`config.mk`:
```
export PLATFORM = sky130hd
export DESIGN_NAME = timer_capture_fifo
export DESIGN_NICKNAME = d
export VERILOG_FILES = /design/src/rtl/timer_pkg.sv /design/src/rtl/timer_capture_fifo_ram.sv /design/src/rtl/timer_capture_fifo.sv
export SDC_FILE = /design/constraint.sdc
export NUM_CORES = 1
export LEC_CHECK = 0
export BUFFER_PORTS_ARGS = -buffer_cell sky130_fd_sc_hd__buf_2
export CORE_MARGIN = 2
export CORE_UTILIZATION = 64
export CTS_CLUSTER_SIZE = 14
export DETAILED_ROUTE_END_ITERATION = 7
export GPL_TIMING_DRIVEN = 0
export PLACE_DENSITY_LB_ADDON = 0.15
export SYNTH_ARGS = -nofsm -noshare
export SYNTH_HDL_FRONTEND = slang
export SYNTH_SLANG_ARGS = --single-unit
```
`constraint.sdc`:
```
create_clock -name clk -period 7.2 [get_ports clk]
set_input_delay 0.36 -clock clk [delete_from_list [all_inputs] [get_ports clk]]
set_output_delay 0.36 -clock clk [all_outputs]
set_load 0.01 [all_outputs]
```
`src/rtl/timer_pkg.sv`:
```
// Types and widths shared by the timer capture path and the register block.
package timer_pkg;

    localparam int TIMER_DATA_W = 32;
    localparam int CAP_SEQ_W    = 8;

    typedef struct packed {
        logic [CAP_SEQ_W-1:0]    seq;
        logic [TIMER_DATA_W-1:0] val;
    } cap_entry_t;

endpackage

```
`src/rtl/timer_capture_fifo_ram.sv`:
```
// Capture entry storage: one synchronous write port, one asynchronous read port.
module cap_fifo_ram
    import timer_pkg::*;
#(
    parameter int  DEPTH   = 8,
    parameter type entry_t = cap_entry_t,
    parameter int  AW      = $clog2(DEPTH)
) (
    input  logic          clk,
    input  logic          we,
    input  logic [AW-1:0] waddr,
    input  entry_t        wdata,
    input  logic [AW-1:0] raddr,
    output entry_t        rdata
);

    // Contents are deliberately left unreset; only the pointers in the parent are.
    entry_t mem [DEPTH];

    always_ff @(posedge clk) begin
        if (we) begin
            mem[waddr] <= wdata;
        end
    end

    assign rdata = mem[raddr];

endmodule

```
`src/rtl/timer_capture_fifo.sv`:
```
// Buffers timer capture events with a wrapping sequence tag; FWFT head, level, sticky overflow and level irq.
module timer_capture_fifo
    import timer_pkg::*;
#(
    parameter int DEPTH      = 8,
    parameter int DATA_WIDTH = TIMER_DATA_W,
    parameter int SEQ_WIDTH  = CAP_SEQ_W
) (
    input  logic                         clk,
    input  logic                         rst_n,
    input  logic                         clr_i,
    input  logic                         cap_stb_i,
    input  logic [DATA_WIDTH-1:0]        cap_val_i,
    input  logic                         pop_i,
    output logic [DATA_WIDTH-1:0]        pop_data_o,
    output logic [SEQ_WIDTH-1:0]         pop_seq_o,
    output logic                         empty_o,
    output logic                         full_o,
    output logic [$clog2(DEPTH+1)-1:0]   level_o,
    input  logic [$clog2(DEPTH+1)-1:0]   thresh_i,
    output logic                         ovf_o,
    input  logic                         ovf_clr_i,
    output logic                         irq_o
);

    localparam int LW = $clog2(DEPTH + 1);
    localparam int PW = $clog2(DEPTH);

    if (DEPTH < 2 || (DEPTH & (DEPTH - 1)) != 0) begin : g_bad_depth
        $error("timer_capture_fifo: DEPTH must be a power of 2 and >= 2");
    end

    typedef struct packed {
        logic [SEQ_WIDTH-1:0]  seq;
        logic [DATA_WIDTH-1:0] val;
    } entry_t;

    logic [PW-1:0]        wr_ptr, rd_ptr;
    logic [LW-1:0]        level, level_nxt;
    logic [SEQ_WIDTH-1:0] seq;
    logic                 ovf, ovf_nxt, irq, irq_nxt;
    logic                 empty, full, push_ok, pop_ok, ovf_set;
    entry_t               wr_entry, rd_entry;

    assign empty = (level == '0);
    assign full  = (level == LW'(DEPTH));

    // A simultaneous pop frees a slot, so a push into a full FIFO is still accepted.
    assign pop_ok   = pop_i && !empty;
    assign push_ok  = cap_stb_i && (!full || pop_i);
    assign ovf_set  = cap_stb_i && full && !pop_i;
    assign wr_entry = '{seq: seq, val: cap_val_i};

    always_comb begin
        level_nxt = level;
        ovf_nxt   = ovf;
        irq_nxt   = 1'b0;
        if (clr_i) begin
            level_nxt = '0;
            ovf_nxt   = 1'b0;
        end else begin
            if (push_ok && !pop_ok) begin
                level_nxt = level + LW'(1);
            end else if (!push_ok && pop_ok) begin
                level_nxt = level - LW'(1);
            end
            if (ovf_set) begin
                ovf_nxt = 1'b1;
            end else if (ovf_clr_i) begin
                ovf_nxt = 1'b0;
            end
        end
        irq_nxt = ((thresh_i != '0) && (level_nxt >= thresh_i)) || ovf_nxt;
    end

    always_ff @(posedge clk or negedge rst_n) begin
        if (!rst_n) begin
            wr_ptr <= '0;
            rd_ptr <= '0;
            level  <= '0;
            seq    <= '0;
            ovf    <= 1'b0;
            irq    <= 1'b0;
        end else begin
            level <= level_nxt;
            ovf   <= ovf_nxt;
            irq   <= irq_nxt;
            if (clr_i) begin
                wr_ptr <= '0;
                rd_ptr <= '0;
                seq    <= '0;
            end else begin
                if (push_ok) begin
                    wr_ptr <= wr_ptr + PW'(1);
                end
                if (pop_ok) begin
                    rd_ptr <= rd_ptr + PW'(1);
                end
                // Dropped strobes still consume a tag so software can see the gap.
                if (cap_stb_i) begin
                    seq <= seq + SEQ_WIDTH'(1);
                end
            end
        end
    end

    cap_fifo_ram #(
        .DEPTH   (DEPTH),
        .entry_t (entry_t)
    ) u_ram (
        .clk   (clk),
        .we    (push_ok && !clr_i),
        .waddr (wr_ptr),
        .wdata (wr_entry),
        .raddr (rd_ptr),
        .rdata (rd_entry)
    );

    assign pop_data_o = empty ? '0 : rd_entry.val;
    assign pop_seq_o  = empty ? '0 : rd_entry.seq;
    assign empty_o    = empty;
    assign full_o     = full;
    assign level_o    = level;
    assign ovf_o      = ovf;
    assign irq_o      = irq;

endmodule

```
==> impl_metrics.env, run 1 <==
export IMPL_hp_class="input port to register"
export IMPL_vias_per_cell=6.34
export IMPL_hold_viol_final=0
export IMPL_start_util_pct=65.2
export IMPL_path_cells="inv_1 -> ha_1 -> or3b_1 -> buf_2 -> inv_2 -> nor2_1 -> clkbuf_1 -> a22o_1 -> buf_2"
export IMPL_ios=90
export IMPL_routed_wl_mm=26.8
export IMPL_clock_sinks=340
export IMPL_grt_max_degree=22
export IMPL_grt_pass1_vias=7071
export IMPL_yosysUniqueCellTypes=43
export IMPL_synth_area_top_cells="edfxtp_1, mux4_2, dfrtp_1"
export IMPL_die_x_um=147
export IMPL_slowest_stage="clkbuf_1"
export IMPL_timing_setup_tns_ns=0
export IMPL_fin_ws_ns=3.70
export IMPL_n_fill_cell=1126
export IMPL_drc_errors=0
export IMPL_syn_num_nets=652
export IMPL_synthArstFlopShare_pct=5.88
export IMPL_synth_top_area_cell="edfxtp_1"
export IMPL_first_pass_iters=5
export IMPL_die_area_um2=21700
export IMPL_cp_common_cell="buf_2"
export IMPL_grt_first_pass_wirelength_mm=41.4
export IMPL_fin_worst_skew_ns=0.0147
export IMPL_path_max_fanout=10
export IMPL_p_leak_nw=5.20
export IMPL_cp_end_kind="output port"
export IMPL_synth_edf_count=320
export IMPL_drt_iter0_drc=589
export IMPL_rows=52
export IMPL_crit_buf_inv=5
export IMPL_cap_violations=0
export IMPL_crit_type="register to output port"
export IMPL_startpoint_type="register"
export IMPL_place_inst=984
export IMPL_post_place_ws_ns=3.84
export IMPL_clk_pin_slew_ns=0.06
export IMPL_fin_util_pct=76.5
export IMPL_powerDensity_nw_per_um2=334
export IMPL_netSwitchingFraction_pct=25.6
export IMPL_worst_slew_pin_slew_ns=0.855
export IMPL_cts_htree_levels=2
export IMPL_grt_use_total_pct=26.0
export IMPL_syn_inst=601
export IMPL_gp_congestion=0.828
export IMPL_wl_per_cell_um=25.6
export IMPL_ys_seq_area_share_pct=76.9
export IMPL_min_period_ns=3.50
export IMPL_cts_setup_buffers=0
export IMPL_rsz0062_at_grt="false"
export IMPL_yosys_warnings=0
export IMPL_die_h_um=147
export IMPL_synthesis_area_um2=13100
export IMPL_status="finished, final reports clean"
export IMPL_avgSynthCellArea_um2=21.9
export IMPL_synth_seq_cells=340
export IMPL_cpLargestDelayFamily="buffers and inverters"
export IMPL_sequentialPowerShare_pct=43.3
export IMPL_numCtsBuffers=34
export IMPL_setup_viol=0
export IMPL_slowest_delay_ns=0.55
export IMPL_maxSlewHeadroom_pct=42.9
export IMPL_antenna_found_initial=1
export IMPL_gr_total_overflow=0
export IMPL_ys_flop_type="edfxtp_1"
export IMPL_drive_gt1_share_pct=34.0
export IMPL_postRouteAntennaNets=0
export IMPL_crit_required_ns=6.84
export IMPL_cts_root_buf="clkbuf_16"
export IMPL_cts_max_path_buffers=3
export IMPL_fin_nets=802
export IMPL_cts_tree="yes"
export IMPL_ir_drop_mv=0.213
export IMPL_synth_top_area_share_pct=73.1
export IMPL_intPower_w=0.00383
export IMPL_crit_arrival_ns=3.14
export IMPL_drv_slew=0
export IMPL_combPwrFrac_pct=22.6
export IMPL_clock_fmax_mhz=286
export IMPL_p_sw_w=0.00132
export IMPL_vias=6641
export IMPL_clkPwrFrac_pct=34.0
export IMPL_areaGrowthSynthToFinish_pct=17.3
export IMPL_finalCritPeriodShare_pct=48.6
export IMPL_core_area_um2=20200
export IMPL_clk_latency_ns=0.51
export IMPL_io_buffers=89
export IMPL_stdcell_count=1047
export IMPL_hpwl_mm=16.0
-- worst reg2reg max path, cell delays in order (launching register included) --
cell and delay [ns]:
dfrtp_1 0.43, inv_1 0.10, ha_1 0.28, and3b_1 0.25, a21boi_0 0.47, nand3b_1 0.38
nor3b_2 0.65, buf_6 0.24, buf_6 0.16, buf_6 0.18
-- power by group through the flow --
stage | registers [W] | clock network, W | logic [W]
2_1_floorplan | 0.00227 | 0 | 0.000781
4_1_cts | 0.00223 | 0.00178 | 0.00119
6_report | 0.00223 | 0.00175 | 0.00117
5_1_grt | 0.00224 | 0.00186 | 0.00125
3_5_place_dp | 0.00227 | 0 | 0.00117
3_3_place_gp | 0.00228 | 0 | 0.00113
-- cells by family (layout without fill, tap and decap cells) --
group / after synthesis / count (layout) / synth area share (%)
other cells: 0 / 1 / 0
flops: 340 / 340 / 76.9
compound gates: 63 / 63 / 3.84
simple gates: 57 / 57 / 2.27
fa+ha+maj: 9 / 9 / 0.857
mux: 85 / 85 / 14.1
buf+inv: 39 / 214 / 1.49
xor+xnor: 8 / 8 / 0.533
-- synthesized netlist by cell type (2+ instances only) --
library cell,instances
edfxtp_1,320
mux4_2,80
a22o_1,42
dfrtp_1,20
nor2_1,20
clkbuf_1,16
buf_2,10
ha_1,9
nand2_1,8
xor2_1,7
inv_1,6
a21oi_1,5
buf_6,5
o21ai_0,5
nand2b_1,4
nand4_1,4
nor2b_1,4
mux2i_1,3
nand3b_1,3
a31oi_1,2
mux2_2,2
nand3_1,2
nor3_1,2
nor3b_1,2
or3_1,2
-- state kept, by name, summed over array words and instances, names as in the netlist --
name / count
u_ram.mem: 320
ovf_o: 1
rd_ptr: 3
irq_o: 1
seq: 8
level_o: 4
wr_ptr: 3
-- metal layers --
layer	global-route usage, %	wire [um]	part of all wire [%]	vias to the layer above
li1	-	-	-	2837
met1	35.7	10300	38	3452
met2	43.5	14000	52	296
met3	4.88	1860	6.9	56
met4	8.37	639	2.4	0
met5	0	0	0	-
-- placed cells by master (no fill, tap or decap), types with 2 or more instances in the layout --
cell type,n
clkbuf_1,23
buf_2,99
clkinv_1,10
nor3b_2,2
nand3_1,2
xor2_1,7
mux2_2,2
nor2_4,4
nor3_2,2
buf_12,4
clkbuf_16,37
nand2b_1,4
mux2i_1,3
nor2_1,16
a31oi_1,2
nand4_1,4
o21ai_0,5
nand2_1,8
nor2b_1,4
or3_1,2
dfrtp_1,20
a21oi_1,5
mux4_2,80
buf_6,24
nand3b_1,3
ha_1,9
inv_1,6
edfxtp_1,320
bufinv_16,4
clkinv_2,3
a22o_1,42
-- stage by stage --
step / total power [W] / area [um^2] / hold slack, ns
finish: 0.00516 / 15400 / 0.114
floorplan: 0.00306 / 13100 / 0.0644
global placement: 0.00340 / 13900 / 0.325
CTS: 0.00520 / 15400 / 0.102
global route: 0.00535 / 15400 / 0.121
detailed placement: 0.00344 / 14300 / 0.350
-- cell type report --
cell class | instances | area (um^2) | share of cell area [%]
well taps | 270 | 338 | 2.19
flip-flops and latches | 340 | 10100 | 65.5
repair buffers | 114 | 764 | 4.96
multi-input cells | 222 | 2890 | 18.7
diodes | 1 | 2.50 | 0.0162
inverters | 7 | 26.3 | 0.170
plain buffers | 32 | 170 | 1.10
clock buffers | 44 | 952 | 6.17
clock inverters | 17 | 173 | 1.12
-- repair_timing --
| action | in CTS | in global routing |
|---|---|---|
| resized for setup | 0 | 0 |
| hold buffers | 1 | 0 |
| endpoints found under the hold margin | 20 | 0 |
-- final timing paths --
| path | startpoint | cells past startpoint | slack (ns) | to |
|---|---|---|---|---|
| worst max-delay path | level_o[0]$_DFF_PN0_ | 9 | 3.70 | pop_data_o[2] |
| worst min-delay path | cap_val_i[7] | 1 | 0.11 | u_ram.mem[4][7]$_DFFE_PP_ |
| worst max register to register | level_o[0]$_DFF_PN0_ | 9 | 3.75 | u_ram.mem[3][22]$_DFFE_PP_ |
| worst min register to register | wr_ptr[0]$_DFFE_PN0P_ | 2 | 0.61 | wr_ptr[0]$_DFFE_PN0P_ |
| max in group asynchronous | rst_n | 2 | 6.51 | seq[4]$_DFFE_PN0P_ |
| min in group asynchronous | rst_n | 2 | 0.35 | level_o[0]$_DFF_PN0_ |
(Power assumes the default switching activity.)
==> inputs of run 2 (changes only) <==
- CORE_UTILIZATION: 64 -> 54
- clock period: 7.2 -> 3.2 ns (I/O delays scaled with it)
==> run 2 against run 1 <==
Global-route usage fell by 4.7 points. Clock skew fell by 0.0023 ns. First-iteration DRC count fell by 12%. Cell count rose by 7.9%. Wire length fell by 0.40%. Worst hold slack got worse by 0.082 ns. Core utilization fell by 10 points. Register-to-register slack got worse by 3.5 ns. Via count rose by 0.92%. Combinational power rose by 130%. Critical endpoint is now u_ram.mem[7][26]$_DFFE_PP_. Largest cell class unchanged.
==> impl_metrics.env, run 2 (same netlist as run 1, synthesis figures left out) <==
export IMPL_status="finished, final reports clean"
export IMPL_startpoint_type="register"
export IMPL_cap_violations=0
export IMPL_grt_first_pass_wirelength_mm=40.9
export IMPL_cts_max_path_buffers=3
export IMPL_fin_nets=832
export IMPL_ios=90
export IMPL_clock_fmax_mhz=334
export IMPL_netSwitchingFraction_pct=25.9
export IMPL_wl_per_cell_um=23.7
export IMPL_largest_reg_flops=320
export IMPL_crit_type="register to register"
export IMPL_crit_required_ns=3.40
export IMPL_intPower_w=0.00863
export IMPL_grt_pass1_vias=7005
export IMPL_hp_class="input port to register"
export IMPL_worst_slew_pin_slew_ns=0.955
export IMPL_numCtsBuffers=35
export IMPL_hold_depth=3
export IMPL_maxSlewHeadroom_pct=36.3
export IMPL_min_to="rd_ptr[1]$_DFFE_PN0P_"
export IMPL_sequentialPowerShare_pct=43.1
export IMPL_first_pass_iters=5
export IMPL_rows=57
export IMPL_drive_gt1_share_pct=33.9
export IMPL_powerDensity_nw_per_um2=730
export IMPL_diodes=0
export IMPL_crit_reg2reg_capture="u_ram.mem[7][26]$_DFFE_PP_"
export IMPL_min_period_ns=3.00
export IMPL_rr_startpoint="level_o[1]$_DFF_PN0_"
export IMPL_max_flop_register="u_ram.mem"
export IMPL_areaGrowthSynthToFinish_pct=21.4
export IMPL_ir_drop_mv=0.412
export IMPL_p_leak_nw=5.37
export IMPL_clk_latency_ns=0.51
export IMPL_grt_max_degree=23
export IMPL_drc_errors=0
export IMPL_vias_per_cell=5.93
export IMPL_gr_total_overflow=0
export IMPL_vias=6702
export IMPL_fin_worst_skew_ns=0.0124
export IMPL_gp_congestion=0.799
export IMPL_critPathLaunch="level_o[1]$_DFF_PN0_"
export IMPL_multi_input_comb_area_um2=2930
export IMPL_die_h_um=160
export IMPL_io_buffers=89
export IMPL_combPwrFrac_pct=22.8
export IMPL_routed_wl_mm=26.7
export IMPL_antenna_found_initial=0
export IMPL_drt_iter0_drc=516
export IMPL_setup_viol=0
export IMPL_die_x_um=160
export IMPL_fin_util_pct=66.2
export IMPL_holdWs_ns=0.0322
export IMPL_path_max_fanout=22
export IMPL_cts_tree="yes"
export IMPL_clk_pin_slew_ns=0.06
export IMPL_cts_root_buf="clkbuf_16"
export IMPL_cp_end_kind="register"
export IMPL_p_sw_w=0.00302
export IMPL_rsz0062_at_grt="false"
export IMPL_core_area_um2=24100
export IMPL_cts_htree_levels=2
export IMPL_postRouteAntennaNets=0
export IMPL_r2r_cells=7
export IMPL_seqCellArea_um2=10100
export IMPL_clock_sinks=340
export IMPL_clkPwrFrac_pct=34.0
export IMPL_die_area_um2=25600
export IMPL_grt_use_total_pct=21.3
export IMPL_n_fill_cell=1622
export IMPL_min_delay_start="pop_i"
export IMPL_finalCritPeriodShare_pct=93.6
export IMPL_hold_viol_final=0
export IMPL_start_util_pct=54.5
export IMPL_final_cell_mix="edfxtp_1, buf_2, mux4_2, a22o_1, clkbuf_16"
export IMPL_ff2ff_setup_slack_ns=0.20
export IMPL_crit_arrival_ns=3.20
export IMPL_hpwl_mm=15.9
export IMPL_drv_slew=0
export IMPL_final_common_cell="edfxtp_1"
==> run 2: changes by cell type in the layout (fill, tap and decap cells not counted), sizes merged <==
cell and change:
buf -5, bufinv -1, clkbuf -1, clkinv +1, clkinvlp +1, diode -1, dlygate4sd3 +33, nor2 +2
==> run 2: per-stage QoR <==
stage	power, W	instances	worst slack [ns]	area, um^2	TNS [ns]
2_1_floorplan	0.00687	601	-0.568	13200	-158.22
3_3_place_gp	0.00767	1014	-2.30	14000	-713.59
3_5_place_dp	0.00778	1030	-0.135	14500	-6.42
4_1_cts	0.0118	1128	0.0455	15900	0
5_1_grt	0.0121	1130	0.0451	16000	0
6_report	0.0116	1130	0.205	16000	0
==> run 2: worst max path at each step <==
stage                                 endpoint  slack, ns  cells after the start
floorplan            u_ram.mem[5][0]$_DFFE_PP_      -0.57                      6
global placement    u_ram.mem[7][14]$_DFFE_PP_      -2.30                      6
detailed placement   u_ram.mem[5][9]$_DFFE_PP_      -0.13                      7
CTS                 u_ram.mem[7][27]$_DFFE_PP_       0.05                      7
global route        u_ram.mem[5][22]$_DFFE_PP_       0.05                      7
finish              u_ram.mem[7][26]$_DFFE_PP_       0.20                      7
==> run 2: worst max-delay path, stage by stage (launching register included) <==
cell and delay, ns:
dfrtp_1 0.43, inv_1 0.06, ha_1 0.25, and3b_1 0.25, a21boi_2 0.24, nand3b_1 0.35, nor2_4 0.80, buf_12 0.27
==> run 2: power groups by stage <==
stage | clock (W) | combinational, W | sequential (W)
after floorplan | 0 | 0.00176 | 0.00511
after global placement | 0 | 0.00256 | 0.00512
after detailed placement | 0 | 0.00266 | 0.00512
after CTS | 0.00403 | 0.00271 | 0.00502
after global routing | 0.00421 | 0.00287 | 0.00504
final | 0.00396 | 0.00266 | 0.00503
==> run 2: area by class of cell <==
type,instances,area share (%)
plain buffers,32,1.10
clock buffers,44,6.03
clock inverters,18,1.03
inverters,7,0.165
multi-input cells,224,18.4
flip-flops and latches,340,63.3
well taps,324,2.54
repair buffers,141,7.43
==> run 2: routing by layer <==
metal,track usage (%),part of all wire (%)
met4,6.27,2.2
met1,29.8,41
met5,0,0
met3,3.77,6.3
met2,35.2,50
==> run 2: what timing repair did <==
| item | CTS | global route |
|---|---|---|
| hold buffers | 34 | 0 |
| endpoints found under the hold margin | 277 | 0 |
| endpoints found under the setup margin | 99 | 77 |
| setup buffers | 2 | 0 |
| gates cloned | 0 | 2 |
| pin swaps | 4 | 2 |
| resized for setup | 5 | 3 |
==> inputs of run 3 (changes only) <==
- ABC_AREA: default -> 1
==> run 3 against run 2 <==
Clock power shrank 5%. Power shrank 5.9%. Non-clock buffer count grew 31. Synthesized cell count grew 87%. Critical endpoint is now irq_o$_DFF_PN0_. Largest cell class unchanged. Highest routed layer unchanged.
==> impl_metrics.env, run 3 <==
export IMPL_ir_drop_mv=0.391
export IMPL_ys_flop_type="edfxtp_1"
export IMPL_synth_edf_count=320
export IMPL_rows=58
export IMPL_cts_max_path_buffers=3
export IMPL_start_util_pct=54.8
export IMPL_clock_fmax_mhz=339
export IMPL_cpLargestDelayFamily="simple AND/OR/NAND/NOR gates"
export IMPL_cap_violations=0
export IMPL_vias=9221
export IMPL_yosys_warnings=0
export IMPL_maxSlewHeadroom_pct=32.1
export IMPL_avgSynthCellArea_um2=12.3
export IMPL_die_x_um=164
export IMPL_drc_errors=0
export IMPL_path_cells="inv_1 -> ha_2 -> nand2_1 -> nor2_2 -> nand2_2 -> nand3_4 -> inv_1 -> nand2_1 -> nand3_1 -> nor2_2 -> ha_1 -> inv_1 -> o21bai_1 -> nand3_1 -> nand3_1 -> o41ai_1 -> dlygate4sd3_1 -> nand2_1"
export IMPL_antenna_found_initial=0
export IMPL_drv_slew=0
export IMPL_hpwl_mm=19.5
export IMPL_drive_gt1_share_pct=15.0
export IMPL_diodes=0
export IMPL_clk_latency_ns=0.51
export IMPL_ys_seq_area_share_pct=73.2
export IMPL_grt_max_degree=26
export IMPL_max_flop_register="u_ram.mem"
export IMPL_synth_area_top_cells="edfxtp_1, nor2_1, o21ai_0"
export IMPL_syn_num_nets=1172
export IMPL_crit_required_ns=3.60
export IMPL_gp_congestion=0.795
export IMPL_cts_root_buf="clkbuf_16"
export IMPL_powerDensity_nw_per_um2=669
export IMPL_core_area_um2=25200
export IMPL_slowest_stage="dlygate4sd3_1"
export IMPL_min_period_ns=2.95
export IMPL_numCtsBuffers=36
export IMPL_yosysUniqueCellTypes=30
export IMPL_clk_pin_slew_ns=0.06
export IMPL_p_total_w=0.0110
export IMPL_cts_setup_buffers=0
export IMPL_cts_tree="yes"
export IMPL_grt_pass1_vias=8856
export IMPL_io_buffers=88
export IMPL_hold_viol_final=0
export IMPL_status="finished, final reports clean"
export IMPL_fin_worst_skew_ns=0.0135
export IMPL_final_common_cell="edfxtp_1"
export IMPL_grt_use_total_pct=24.8
export IMPL_ff2ff_setup_slack_ns=0.25
export IMPL_setup_viol=0
export IMPL_gr_total_overflow=0
export IMPL_syn_inst=1121
export IMPL_synth_seq_cells=340
export IMPL_crit_arrival_ns=3.35
export IMPL_p_leak_nw=6.00
export IMPL_synth_top_area_share_pct=69.6
export IMPL_synthesis_area_um2=13800
export IMPL_synth_top_area_cell="edfxtp_1"
export IMPL_crit_buf_inv=4
export IMPL_crit_type="register to register"
export IMPL_synth_common_cells="edfxtp_1, nor2_1, o21ai_0"
export IMPL_wl_per_cell_um=20.1
export IMPL_startpoint_type="register"
export IMPL_first_pass_iters=6
export IMPL_clock_sinks=340
export IMPL_ios=90
export IMPL_die_h_um=164
export IMPL_largest_reg_flops=320
export IMPL_die_area_um2=26900
export IMPL_cp_end_kind="register"
export IMPL_postRouteAntennaNets=0
export IMPL_slowest_delay_ns=0.61
export IMPL_n_fill_cell=1866
export IMPL_hp_class="input port to asynchronous set/reset pin"
export IMPL_drt_iter0_drc=1000
export IMPL_routed_wl_mm=33.1
export IMPL_areaGrowthSynthToFinish_pct=18.5
export IMPL_path_max_fanout=5
export IMPL_finalCritPeriodShare_pct=92.1
export IMPL_r2r_cells=18
export IMPL_crit_reg2reg_capture="irq_o$_DFF_PN0_"
export IMPL_yosysMostFrequentCell="edfxtp_1"
export IMPL_grt_first_pass_wirelength_mm=49.8
export IMPL_worst_slew_pin_slew_ns=1.02
export IMPL_holdWs_ns=0.147
export IMPL_fin_nets=1346
export IMPL_cts_htree_levels=2
export IMPL_vias_per_cell=5.59
export IMPL_rsz0062_at_grt="false"
export IMPL_synthArstFlopShare_pct=5.88
export IMPL_fin_util_pct=65.0
export IMPL_final_cell_mix="edfxtp_1, nor2_1, o21ai_0, buf_2, nand2_1"
export IMPL_rr_startpoint="level_o[0]$_DFF_PN0_"
run 3: changes by cell type after synthesis, sizes merged, moves of 11 or more:
cell    before  now
o22ai        1   41
nand3        2   13
mux4        80    0
o21ai        5  172
buf         16   42
nand2        8   81
o211ai       0   40
inv          7   32
nor2        20  307
a22o        42    0
run 3: worst max path at each step:
stage | end | from | slack (ns) | cells after the start
4_1_cts | irq_o$_DFF_PN0_ | level_o[0]$_DFF_PN0_ | 0.20 | 15
3_3_place_gp | u_ram.mem[0][22]$_DFFE_PP_ | level_o[0]$_DFF_PN0_ | -2.08 | 9
3_5_place_dp | u_ram.mem[7][10]$_DFFE_PP_ | level_o[0]$_DFF_PN0_ | 0.22 | 10
2_1_floorplan | u_ram.mem[0][0]$_DFFE_PP_ | level_o[0]$_DFF_PN0_ | -0.28 | 9
6_report | irq_o$_DFF_PN0_ | level_o[0]$_DFF_PN0_ | 0.25 | 18
5_1_grt | irq_o$_DFF_PN0_ | level_o[0]$_DFF_PN0_ | 0.02 | 18
run 3: per-layer routing:
layer / share of wire, % / global-route usage [%] / vias to the layer above
met3: 7.7 / 3.99 / 52
met4: 1.9 / 6.38 / 0
met1: 42 / 35.2 / 4433
met2: 48 / 40.5 / 369
met5: 0 / 0 / -
li1: - / - / 4367
run 3: worst reg2reg max path: stages, from the launching register on:
cell	delay [ns]
dfrtp_1	0.42
inv_1	0.14
ha_2	0.22
nand2_1	0.07
nor2_2	0.15
nand2_2	0.12
nand3_4	0.11
inv_1	0.07
nand2_1	0.05
nand3_1	0.08
nor2_2	0.15
ha_1	0.27
inv_1	0.06
o21bai_1	0.06
nand3_1	0.07
nand3_1	0.08
o41ai_1	0.07
dlygate4sd3_1	0.61
nand2_1	0.05
run 3: cell families after synthesis:
kind of cell / count (synthesis) / synth area share (%)
adders and majority gates: 9 / 0.815
DFF: 340 / 73.2
and+or+nand+nor: 405 / 11.4
xor gates and xnor gates: 4 / 0.254
AOI/OAI and AO/OA: 263 / 10.7
buffers and inverters: 100 / 3.65
run 3: cell type report:
type,instances,area [um^2],share of cell area [%]
Sequential cell,340,10100,61.8
Multi-Input combinational cell,681,3270,20.0
Timing Repair Buffer,136,1020,6.21
Clock buffer,49,991,6.06
Tap cell,330,413,2.52
Buffer,68,382,2.33
Inverter,32,123,0.749
Clock inverter,15,63.8,0.390
run 3: power breakdown:
| part | leakage, nW | total [W] | internal [W] | switching (W) |
|---|---|---|---|---|
| Sequential | 3.18 | 0.00500 | 0.00495 | 0.0000451 |
| Combinational | 2.29 | 0.00218 | 0.000737 | 0.00144 |
| Clock | 0.520 | 0.00378 | 0.00216 | 0.00161 |
| Total | 6.00 | 0.0110 | 0.00785 | 0.00310 |
run 3: per-stage QoR:
| stage | cell area, um^2 | std cells | setup TNS, ns | setup WS (ns) |
|---|---|---|---|---|
| 2_1_floorplan | 13800 | 1121 | -79.65 | -0.285 |
| 3_3_place_gp | 14700 | 1539 | -549.09 | -2.08 |
| 3_5_place_dp | 14900 | 1547 | 0 | 0.224 |
| 4_1_cts | 16400 | 1651 | 0 | 0.200 |
| 5_1_grt | 16400 | 1651 | 0 | 0.0175 |
| 6_report | 16400 | 1651 | 0 | 0.254 |
run 3: timing repair:
item | in CTS | in global routing
endpoints found under the hold margin | 284 | 0
gates resized for setup | 0 | 3
endpoints found under the setup margin | 0 | 1
hold buffers | 40 | 0
